===== src/rtl/index_stream_gen.sv =====
// index_stream_gen
//   Generates a paced stream of pseudo-random 3-bit indices for the index decoder.
//   A run starts on `start` in IDLE or FINISH. It emits COUNT indices, each with
//   a one-cycle valid strobe, and leaves GAP idle cycles between strobes. The run
//   ends early when the downstream `done` is sampled high.
//
// Ports
//   clk             in   single clock, posedge
//   rst             in   asynchronous active-high reset
//   start           in   begin a run (honoured in IDLE / FINISH only)
//   done            in   downstream completion / abort (honoured in EMIT / WAIT)
//   index_reg       out  current index, held between strobes
//   index_reg_valid out  one-cycle strobe per emitted index
//   busy            out  high in EMIT and WAIT
//   finished        out  high in FINISH
//   emitted_count   out  strobes issued in the current or last run
module index_stream_gen #(
    parameter logic [7:0]  SEED  = 8'h01,
    parameter int unsigned COUNT = 16,
    parameter int unsigned GAP   = 0
) (
    input  logic       clk,
    input  logic       rst,
    input  logic       start,
    input  logic       done,
    output logic [2:0] index_reg,
    output logic       index_reg_valid,
    output logic       busy,
    output logic       finished,
    output logic [7:0] emitted_count
);

    // An all-zero LFSR would lock up, so a zero seed is replaced by 8'h01.
    localparam logic [7:0] SeedEff   = (SEED == 8'h00) ? 8'h01 : SEED;
    localparam logic [7:0] CountLast = 8'(COUNT);
    localparam logic [3:0] GapInit   = (GAP == 0) ? 4'd0 : 4'(GAP - 1);

    typedef enum logic [1:0] {StIdle, StEmit, StWait, StFinish} state_t;

    state_t     state_q, state_d;
    logic [7:0] lfsr_q, lfsr_d;
    logic [3:0] gap_q, gap_d;
    logic [7:0] cnt_q, cnt_d;
    logic [2:0] idx_q, idx_d;
    logic       valid_q, busy_q, fin_q;

    function automatic logic [7:0] lfsr_next(input logic [7:0] v);
        return {v[6:0], v[7] ^ v[5] ^ v[4] ^ v[3]};
    endfunction

    always_comb begin
        state_d = state_q;
        lfsr_d  = lfsr_q;
        gap_d   = gap_q;
        cnt_d   = cnt_q;
        idx_d   = idx_q;
        unique case (state_q)
            StIdle, StFinish: begin
                if (start) begin
                    state_d = StEmit;
                    lfsr_d  = SeedEff;
                    cnt_d   = 8'd0;
                end
            end
            StEmit: begin
                // The strobe shown this cycle is counted and the LFSR steps at its end.
                lfsr_d = lfsr_next(lfsr_q);
                cnt_d  = cnt_q + 8'd1;
                if (done || cnt_d == CountLast) begin
                    state_d = StFinish;
                end else if (GAP == 0) begin
                    state_d = StEmit;
                end else begin
                    state_d = StWait;
                    gap_d   = GapInit;
                end
            end
            StWait: begin
                if (done) begin
                    state_d = StFinish;
                end else if (gap_q == 4'd0) begin
                    state_d = StEmit;
                end else begin
                    gap_d = gap_q - 4'd1;
                end
            end
            default: state_d = StIdle;
        endcase
        // Outputs are registered, so the index is loaded on the edge entering EMIT.
        if (state_d == StEmit) begin
            idx_d = lfsr_d[2:0];
        end
    end

    always_ff @(posedge clk or posedge rst) begin
        if (rst) begin
            state_q <= StIdle;
            lfsr_q  <= SeedEff;
            gap_q   <= 4'd0;
            cnt_q   <= 8'd0;
            idx_q   <= 3'd0;
            valid_q <= 1'b0;
            busy_q  <= 1'b0;
            fin_q   <= 1'b0;
        end else begin
            state_q <= state_d;
            lfsr_q  <= lfsr_d;
            gap_q   <= gap_d;
            cnt_q   <= cnt_d;
            idx_q   <= idx_d;
            valid_q <= (state_d == StEmit);
            busy_q  <= (state_d == StEmit) || (state_d == StWait);
            fin_q   <= (state_d == StFinish);
        end
    end

    assign index_reg       = idx_q;
    assign index_reg_valid = valid_q;
    assign busy            = busy_q;
    assign finished        = fin_q;
    assign emitted_count   = cnt_q;

endmodule


===== config.mk =====
export PLATFORM = sky130hd
export DESIGN_NAME = index_stream_gen
export DESIGN_NICKNAME = d
export VERILOG_FILES = /design/src/rtl/index_stream_gen.sv
export SDC_FILE = /design/constraint.sdc
export NUM_CORES = 1
export LEC_CHECK = 0
export CAP_MARGIN = 20
export CELL_PAD_IN_SITES_DETAIL_PLACEMENT = 0
export CELL_PAD_IN_SITES_GLOBAL_PLACEMENT = 1
export CORE_MARGIN = 1.5
export CORE_UTILIZATION = 46
export CTS_CLUSTER_SIZE = 14
export DETAILED_ROUTE_END_ITERATION = 12
export PLACE_DENSITY = 0.83
export SETUP_SLACK_MARGIN = 0.05
export SLEW_MARGIN = 20
export SYNTH_ARGS = -nofsm -noshare
export SYNTH_HDL_FRONTEND = slang
export SYNTH_SLANG_ARGS = --single-unit

===== constraint.sdc =====
create_clock -name clk -period 5.1 [get_ports clk]
set_input_delay 1.53 -clock clk [delete_from_list [all_inputs] [get_ports clk]]
set_output_delay 1.53 -clock clk [all_outputs]
set_load 0.005 [all_outputs]

==> run_results.csv <==
group,metric,value,unit
logic_synthesis,synth_top_family_by_area,"compound AO/OA/AOI/OAI gates",
drt,drt-met1-wl,1220,um
power,pwr-share-comb,0.474,
worst_setup_path,slowest_stage,"clkdlybuf4s50_1",
floorplanning,num_io_pins,18,
cts,clk_path_buf_depth,2,
worst_setup_path,worstPathRequired,5.33,ns
worst_setup_path,crit_path_max_incr_delay,0.52,ns
worst_setup_path,path_buf_inv,1,
cts,post_cts_buffers,0,
global_route,grt_pass1_wl,4260,um
worst_setup_path,arrival,3.46,ns
floorplanning,core,0.00278,mm^2
drt,route.antenna.remaining_nets,0,
worst_setup_path,cpLargestDelayFamily,"buffers and inverters",
floorplanning,die-width,57.6,um
global_route,antenna_found_initial,0,
power,p_per_area,590,mW/mm^2
floorplanning,die_y,57.6,um
place,place_congestion,0.728,
drt,drt-total-wl,2460,um
logic_synthesis,synth_xor_area_frac,0.0448,
logic_synthesis,ys_seq_elements,28,
logic_synthesis,syn_inst,123,
cts,clkSinkCount,28,
cts,cts_resized,0,
drt,wl_met2,1110,um
worst_setup_path,worstPathCellList,"clkdlybuf4s50_1 > nand2b_1 > o221ai_1 > nor2_1 > o31ai_2 > o211ai_1 > ha_1 > mux2_2",
place,hpwlAfterDp,1770,um
floorplanning,start_util,0.492,
floorplanning,dieArea,0.00331,mm^2
logic_synthesis,synth_simple_gate_area_share,0.125,
min_path,hold_path_class,"flip-flop to flip-flop",
global_route,grt_pass1_vias,968,
power,p_leak,0.730,nW
logic_synthesis,synth_fa_ha_area_frac,0.0640,
worst_setup_path,startpoint_type,"primary input",
drt,vias_per_cell,5.66,
sta,slew_viol_final,0,
power,ir_drop,0.000378,V
flow_run,drv_cap,0,
layout,diodes,0,
logic_synthesis,mappedNetlistNets,134,
logic_synthesis,synth_warnings,0,
layout,design_area,0.00159,mm^2
layout,layout-drive-gt1-share,0.0935,
sta,period_minus_slack,3.22,ns
layout,fin_cells,170,
cts,cts.root.buffer_cell,"clkbuf_4",
power,power_frac_clock,0.114,
global_route,grt-ovfl-total,0,
power,p_seq_frac,0.412,
logic_synthesis,synth_cell_type_count,39,
sta,worst_pin_slew,0.931,ns
cts,cts_tree,"done",
layout,fin_nets,151,
logic_synthesis,avgSynthCellArea,11.1,um^2
floorplanning,rows,19,
layout,layout_commonest_cell,"dfrtp_1",
drt,drc_errors,0,
cts,clk_pin_slew,0.14,ns
logic_synthesis,synth_compound_area_frac,0.176,
power,intPower,0.585,mW
sta,tns,0,ns
worst_setup_path,path_max_fanout,5,
sta,max_freq,310,MHz
sta,finalSetupViolCount,0,
drt,drtIter0Drc,61,
layout,area_growth_syn_to_layout,15.8,%
worst_setup_path,cp-end-kind,"flip-flop",
power,sw_frac_of_total,0.375,
cts,clk_latency,0.33,ns
drt,first_pass_iters,4,
global_route,grt_max_degree,29,
outcome,outcome,"finished clean",
global_route,track_usage,0.168,
sta,hold_slack,0.495,ns
worst_setup_path,crit_type,"primary input to flip-flop",
drt,highest_layer,"met4",
sta,rsz0062_at_grt,"false",
place,dp_cells,166,
power,switching_power,0.350,mW
drt,vias,963,
place,port_buffers,17,
drt,wl_per_cell,14.5,um
logic_synthesis,synthesis.area,0.00137,mm^2
layout,mostFrequentLayoutCells,"dfrtp_1 (27), clkdlybuf4s50_1 (17), nand2_1 (13)",
cts,cts-buffers-inserted,3,
place,placed_area,0.00155,mm^2
sta,worst_slew_margin_rel,0.375,
drt,wl_met3,77,um
logic_synthesis,ys_seq_area_frac,0.513,
logic_synthesis,synthMuxAreaShare,0.0402,
cts,ctsHoldBuffers,0,
sta,hold_viol,0,
sta,period_share,0.632,
cts,cts_max_level,1,
sta,finClkSkew,0.00336,ns
[power groups by stage]
stage | logic (mW) | clock network [mW] | registers, mW
after floorplan | 0.326 | 0 | 0.370
after global routing | 0.498 | 0.118 | 0.398
after global placement | 0.435 | 0 | 0.384
after CTS | 0.450 | 0.111 | 0.385
after detailed placement | 0.446 | 0 | 0.388
final | 0.443 | 0.106 | 0.385
[synth_stat cells, drive strengths merged]
cell    count  area share
dfrtp      27        0.49
a22o       13       0.084
nand2      13       0.036
ha          7       0.064
inv         6       0.016
o21ai       5       0.018
xnor2       5       0.032
mux2        4       0.033
nor2        4       0.011
a21oi       3       0.011
clkbuf      3      0.0091
nor3        3       0.011
a21o        2       0.012
buf         2       0.012
nand2b      2      0.0091
nand3       2      0.0073
nor2b       2      0.0091
nor3b       2       0.011
o211ai      2       0.011
o31ai       2       0.015
xor2        2       0.013
a22oi       1      0.0055
and2        1      0.0046
and4b       1      0.0073
dfstp       1       0.019
mux2i       1      0.0073
nand4       1      0.0046
nor4        1      0.0046
o211a       1      0.0073
o21a        1      0.0055
o221ai      1      0.0064
or3         1      0.0046
or4         1      0.0055
[cell families after synthesis]
| logic type | Yosys count |
|---|---|
| and+or+nand+nor | 34 |
| AOI/OAI and AO/OA | 31 |
| xor gates and xnor gates | 7 |
| adders and majority gates | 7 |
| DFF | 28 |
| muxes | 5 |
| buffers and inverters | 11 |
[per-layer routing]
metal,global-route usage,vias to the layer above
li1,-,469
met2,0.278,19
met5,0,-
met4,0.0698,0
met3,0.0204,5
met1,0.223,470
[worst reg2reg max path, delay by kind of cell (launching register included)]
kind	cells	cell delay (ns)
simple gates	2	0.53
mux	1	0.35
flops	1	0.40
compound gates	3	0.46
buf+inv	1	0.09
fa+ha+maj	2	0.43
[final timing paths]
check / from / to / slack [ns] / cells past startpoint
setup reg to reg: gap_q[0] / index_reg[0] / 2.75 / 9
hold / removal: gap_q[3] / gap_q[3] / 0.50 / 1
max in group asynchronous: rst / state_q[0] / 3.17 / 2
min in group asynchronous: rst / index_reg[1] / 1.56 / 2
hold reg to reg: gap_q[3] / gap_q[3] / 0.50 / 1
setup / recovery: start / index_reg[0] / 1.88 / 8
[per-stage QoR]
step | utilization | power, mW | setup WS, ns
2_1_floorplan | - | 0.696 | 2.22
3_3_place_gp | 0.557 | 0.819 | 1.63
3_5_place_dp | 0.557 | 0.834 | 1.55
4_1_cts | 0.570 | 0.945 | 1.89
5_1_grt | 0.570 | 1.01 | 1.75
6_report | 0.570 | 0.935 | 1.88
[layout make-up]
class	count	area, um^2
timing repair buffer	17	170
inverter	6	22.5
sequential	28	702
fill	252	1200
clock buffer	4	36.3
multi-input combinational	84	616
tap	31	38.8
Note: power is estimated with default switching activity, not from simulation.
